[src/rtl/fifo_pkg.sv]
// Shared async-FIFO package: default geometry and Gray/binary conversions.
// Conversions work on a 32-bit zero-extended value so any pointer width up
// to 32 bits can use them; callers cast the result back to their width.
package fifo_pkg;

    localparam int FIFO_ADDR_WIDTH = 7;
    localparam int FIFO_DEPTH      = 2**FIFO_ADDR_WIDTH;

    function automatic logic [31:0] bin2gray(input logic [31:0] x);
        return x ^ (x >> 1);
    endfunction

    // Zero upper bits stay zero, so the lower bits decode correctly
    // regardless of the caller's real pointer width.
    function automatic logic [31:0] gray2bin(input logic [31:0] x);
        logic [31:0] b;
        b[31] = x[31];
        for (int i = 30; i >= 0; i--) begin
            b[i] = b[i+1] ^ x[i];
        end
        return b;
    endfunction

endpackage

[src/rtl/fifo_ptr_sync.sv]
// Multi-flop synchroniser for a Gray-coded pointer crossing clock domains.
// Ports:
//   clk, rst_n  destination clock, async active-low reset
//   d_async     Gray pointer from the source domain (no logic ahead of flop 0)
//   q_sync      synchronised pointer, STAGES destination edges later
module fifo_ptr_sync #(
    parameter int WIDTH  = 8,
    parameter int STAGES = 2
) (
    input  logic             clk,
    input  logic             rst_n,
    input  logic [WIDTH-1:0] d_async,
    output logic [WIDTH-1:0] q_sync
);

    logic [STAGES-1:0][WIDTH-1:0] sync_q;

    always_ff @(posedge clk or negedge rst_n) begin
        if (!rst_n) begin
            sync_q <= '0;
        end else begin
            sync_q[0] <= d_async;
            for (int i = 1; i < STAGES; i++) begin
                sync_q[i] <= sync_q[i-1];
            end
        end
    end

    assign q_sync = sync_q[STAGES-1];

endmodule

[src/rtl/fifo_wrt_ctrl.sv]
// Write-domain pointer/flag controller of the async FIFO.
// Ports:
//   wrt_clk, wrt_rst_n  write clock, async active-low reset
//   wrt_en              write request (shared with fifo_mem)
//   rd_ptr_gray         read Gray pointer from rd_clk domain (asynchronous)
//   ovf_clr             synchronous overflow clear
//   wrt_addr            memory write address (current binary pointer low bits)
//   wrt_ptr_gray        registered Gray write pointer for the read-side sync
//   full, almost_full   registered flags
//   wrt_count           conservative fill level, 0..2**ADDR_WIDTH
//   overflow            sticky: write attempted while full
module fifo_wrt_ctrl
    import fifo_pkg::*;
#(
    parameter int ADDR_WIDTH  = FIFO_ADDR_WIDTH,
    parameter int AF_THRESH   = 120,
    parameter int SYNC_STAGES = 2
) (
    input  logic                  wrt_clk,
    input  logic                  wrt_rst_n,
    input  logic                  wrt_en,
    input  logic [ADDR_WIDTH:0]   rd_ptr_gray,
    input  logic                  ovf_clr,
    output logic [ADDR_WIDTH-1:0] wrt_addr,
    output logic [ADDR_WIDTH:0]   wrt_ptr_gray,
    output logic                  full,
    output logic                  almost_full,
    output logic [ADDR_WIDTH:0]   wrt_count,
    output logic                  overflow
);

    localparam int PW = ADDR_WIDTH + 1;

    logic [PW-1:0] wbin_q, wbin_d;
    logic [PW-1:0] wgray_q, wgray_d;
    logic [PW-1:0] cnt_q, cnt_d;
    logic          full_q, full_d;
    logic          af_q, af_d;
    logic          ovf_q, ovf_d;
    logic          accept;
    logic [PW-1:0] rq_sync, rbin_s, full_cmp;

    fifo_ptr_sync #(
        .WIDTH  (PW),
        .STAGES (SYNC_STAGES)
    ) u_rd_sync (
        .clk     (wrt_clk),
        .rst_n   (wrt_rst_n),
        .d_async (rd_ptr_gray),
        .q_sync  (rq_sync)
    );

    // Full when our next pointer is one lap ahead of the synced read
    // pointer: in Gray that is the top two bits inverted, rest equal.
    generate
        if (PW > 2) begin : g_cmp
            assign full_cmp = {~rq_sync[PW-1:PW-2], rq_sync[PW-3:0]};
        end else begin : g_cmp_small
            assign full_cmp = ~rq_sync;
        end
    endgenerate

    always_comb begin
        accept  = wrt_en & ~full_q;
        wbin_d  = wbin_q + PW'(accept);
        wgray_d = PW'(bin2gray(32'(wbin_d)));
        rbin_s  = PW'(gray2bin(32'(rq_sync)));
        full_d  = (wgray_d == full_cmp);
        // Synced read pointer lags, so this can only over-report.
        cnt_d   = wbin_d - rbin_s;
        af_d    = (32'(cnt_d) >= 32'(AF_THRESH));
        // A new overflow event beats a simultaneous clear.
        ovf_d   = ovf_q;
        if (ovf_clr) ovf_d = 1'b0;
        if (wrt_en && full_q) ovf_d = 1'b1;
    end

    always_ff @(posedge wrt_clk or negedge wrt_rst_n) begin
        if (!wrt_rst_n) begin
            wbin_q  <= '0;
            wgray_q <= '0;
            cnt_q   <= '0;
            full_q  <= 1'b0;
            af_q    <= 1'b0;
            ovf_q   <= 1'b0;
        end else begin
            wbin_q  <= wbin_d;
            wgray_q <= wgray_d;
            cnt_q   <= cnt_d;
            full_q  <= full_d;
            af_q    <= af_d;
            ovf_q   <= ovf_d;
        end
    end

    assign wrt_addr     = wbin_q[ADDR_WIDTH-1:0];
    assign wrt_ptr_gray = wgray_q;
    assign full         = full_q;
    assign almost_full  = af_q;
    assign wrt_count    = cnt_q;
    assign overflow     = ovf_q;

endmodule
[config.mk]
export PLATFORM = sky130hd
export DESIGN_NAME = fifo_wrt_ctrl
export DESIGN_NICKNAME = d
export VERILOG_FILES = /design/src/rtl/fifo_pkg.sv /design/src/rtl/fifo_ptr_sync.sv /design/src/rtl/fifo_wrt_ctrl.sv
export SDC_FILE = /design/constraint.sdc
export NUM_CORES = 1
export LEC_CHECK = 0
export ABC_AREA = 1
export CORE_ASPECT_RATIO = 1.4
export CORE_MARGIN = 3
export CORE_UTILIZATION = 25
export DETAILED_ROUTE_END_ITERATION = 8
export HOLD_SLACK_MARGIN = 0.15
export PLACE_DENSITY = 0.46
export SLEW_MARGIN = 20
export SYNTH_ARGS = -nofsm -noshare
export SYNTH_HDL_FRONTEND = slang
export SYNTH_SLANG_ARGS = --single-unit
[constraint.sdc]
create_clock -name wrt_clk -period 5.9 [get_ports wrt_clk]
set_input_delay 0.885 -clock wrt_clk [delete_from_list [all_inputs] [get_ports wrt_clk]]
set_output_delay 0.885 -clock wrt_clk [all_outputs]
set_load 0.005 [all_outputs]
==> summary.md <==
| Metric | Value |
|---|---|
| Gpl congestion | 0.759 |
| Clock transition at the registers of the reported paths | 0.07 ns |
| First-pass GRT wire length | 6740 um |
| FF-to-FF Start | u_rd_sync.q_sync[7] |
| DRC | 0 |
| DR vias/cell | just over 4 |
| CTS max path bufs | 2 |
| IO Count | 38 |
| Mean routed wirelength per cell | 11.0 um |
| Status | completed |
| # hold bufs at CTS | 0 |
| Final wirelength | 3870 um |
| Largest family of logic cells by synthesized area | simple AND/OR/NAND/NOR gates |
| MaxCap Viol Count | 0 |
| Final Hold Vio Count | 0 |
| Reg area | 1050 um2 |
| Die span in x | 81.3 um |
| Critical path class | in2reg |
| Die height | 111 um |
| Crit-path most repeated cell | ha_1 |
| Core ar. | 7550 um2 |
| Worst slack at placement | between 2 and 2.5 ns |
| Distinct cells, synth | 23 |
| H-tree depth | 2 |
| Area of the multi-input gates | 815 um2 |
| Net count, final | 276 |
| Hold endpoint | u_rd_sync.q_sync[6] |
| Core Util, Final | 34.1% |
| Leakage Power | 0.00125 uW |
| Yosys warning count | 0 |
| Synth Cell Area | 1980 um2 |
| CP cell instances | clkdlybuf4s50_1 -> inv_1 -> nor2_1 -> ha_1 -> ha_1 -> nand2_1 -> nor2_2 -> nand3_1 -> nand2_2 -> inv_2 -> ha_1 -> a21oi_1 -> o31ai_1 -> a21oi_1 -> xor2_1 -> nand2_1 |
| Final Cycle Share | 54.6% |
| Design Power | 1350 uW |
| Crit end category | flip-flop |
| Critical path launch point type | input port |
| R2R setup slack | 3.08 ns |
| Initial antenna violation count | 0 |
| WP data required | 6.07 ns |
| Simple-Gate Fraction of Synth Area | 26.5% |
| Flops & latches, synth | 42 |
| Post-CTS Resized | 0 |
| F_max | 310 MHz |
| Area share of fa/ha/maj cells after synthesis | 6.69% |
| Setup TNS | 0 ns |
| ANT nets after route | 0 |
| Fraction of layout cells with a size suffix above 1 | 12.5% |
| Post-Syn Instances | 210 |
| Standard-cell rows | 37 |
| Antenna diode count | 0 |
| Vias post-DR | 1425 |
| Total congestion overflow | 0 |
| Min Tclk post-route | around 3.2 ns |
| # placed instances | 344 |
| Mapped Nets | 232 |
| Crit-path slowest cell | clkdlybuf4s50_1 |
| Worst stage delay on the critical path | 0.47 ns |
| Clock Tree Root | clkbuf_8 |
| TritonRoute pass-1 iters | 4 |
| Post-Synth XOR/XNOR Area | under 10% |
| Vias in the first global route | 1506 |
| HP Start | u_rd_sync.sync_q[6] |
| Final setup margin | 2.68 ns |
| Final setup fails | 0 |
| Detailed Place HPWL | 3010 um |
| Syn-to-layout area delta | 29.9% |
| VDD IR-drop max | between 0.1 and 0.15 mV |
| Die ar. | 9050 um2 |
| Layout fillers | 800 |
| Violation count after the first detailed-routing iteration | between 60 and 70 |
| Clock Skews | 0.00566 ns |
| Latest clock arrival within the worst-skew pair | 0.29 ns |
| Mux contribution to synthesized area | 0% |
| Pin count of the biggest net entering global routing | 43 |
| FF-to-FF path depth | 23 |
| Syn avg cell area | 9.44 um2 |
| Worst Hold Depth | 0 |
| I/O Buffers | 37 |
| Post-synthesis sequential area ratio | a little over half |
| Total GRT Usage | 9.66% |
| Most frequent cells in the layout | nand2_1 (55), dfrtp_1 (42), clkdlybuf4s50_1 (36), inv_1 (28), nand3_1 (22) |
| Complex-gate fraction of the synthesized area | 2.27% |
| CTS tree | done |
| R2R Path End | almost_full |
| RSZ-0062 raised after global routing | false |
| Initial Util | 26.3% |
| Setup Buffers After CTS | 0 |
| CTS buffer count | 5 |
| Finished Layout Cells | 352 |
| Pwr dens | 525 nW/um2 |
| CTS sink count | 42 |
| WP data arrival | roughly 3.4 ns |
| Worst-path maximum fanout | 4 |
| Slew HR | between 30% and 40% |
| Hold Path Class | reg2reg |
| Count of pins over their slew limit | 0 |
| Commonest non-fill, non-tap cell in the layout | nand2_1 |
| Worst-margin pin slew | 0.931 ns |
==> metrics by stage <==
step	cell area [um2]	hold WS [ns]
CTS	2570	0.353
global route	2570	0.361
floorplan	1980	0.331
global placement	2470	0.333
finish	2570	0.349
detailed placement	2470	0.335
==> synth_stat cells <==
master	n	share of area, %
dfrtp_1	42	53
nand3_2	5	2.5
nor3_1	1	0.25
fa_1	1	1.0
nand3b_1	1	0.38
nand4_1	1	0.32
ha_1	9	5.7
o21ai_0	1	0.25
a21oi_1	5	1.3
xnor2_1	2	0.88
nand2_1	55	10
nand2_2	12	3.8
nor2_4	2	1.1
nand4_2	1	0.63
nand3_1	22	5.6
inv_1	28	5.3
xor2_1	9	4.0
inv_2	3	0.57
o31ai_1	1	0.38
o21bai_1	1	0.38
xor2_2	1	0.82
nor2_2	1	0.32
nor2_1	6	1.1
==> worst max path at each step <==
stage	startpoint	endpoint	slack, ns
floorplan	wrt_en	almost_full	3.05
global placement	wrt_en	almost_full	2.38
detailed placement	wrt_en	almost_full	2.33
CTS	wrt_en	almost_full	2.65
global route	wrt_en	almost_full	2.42
finish	wrt_en	almost_full	2.68
==> power by group <==
part	switching, uW	total, uW	internal [uW]
clock	93.8	220	127
sequential	52.0	436	384
combinational	371	696	324
==> layer usage <==
metal | vias to the layer above | routed length [um] | GRT usage (%)
met3 | 10 | 137 | 1.70
met4 | 0 | 167 | 6.20
met2 | 30 | 1990 | 15.9
li1 | 739 | - | -
met5 | - | 0 | 0
met1 | 646 | 1580 | 11.3
==> worst max-delay path, delay by kind of cell <==
| family | cells | cell delay, ns |
|---|---|---|
| AOI/OAI and AO/OA | 3 | 0.38 |
| xor gates and xnor gates | 1 | 0.19 |
| adders and majority gates | 3 | 0.73 |
| buffers and inverters | 3 | 0.58 |
| and+or+nand+nor | 6 | 0.62 |
==> registers in the layout, summed over array words and instances (netlist names) <==
signal,count
u_rd_sync.q_sync,8
u_rd_sync.sync_q,8
wbin_q,8
wrt_count,8
wrt_ptr_gray,7
almost_full,1
full,1
overflow,1
==> logic make-up (layout without fill, tap and decap cells) <==
logic type / Yosys count / count (layout)
AOI/OAI and AO/OA: 8 / 8
xor gates and xnor gates: 12 / 12
adders and majority gates: 10 / 10
buffers and inverters: 31 / 76
DFF: 42 / 42
and+or+nand+nor: 107 / 107
==> layout make-up <==
type | count | area share (%)
Multi-Input combinational cell | 137 | 31.6
Tap cell | 97 | 4.71
Clock buffer | 7 | 2.96
Timing Repair Buffer | 37 | 14.2
Clock inverter | 1 | 1.17
Inverter | 31 | 4.52
Sequential cell | 42 | 40.8
Power figures use the tool's default switching activity.
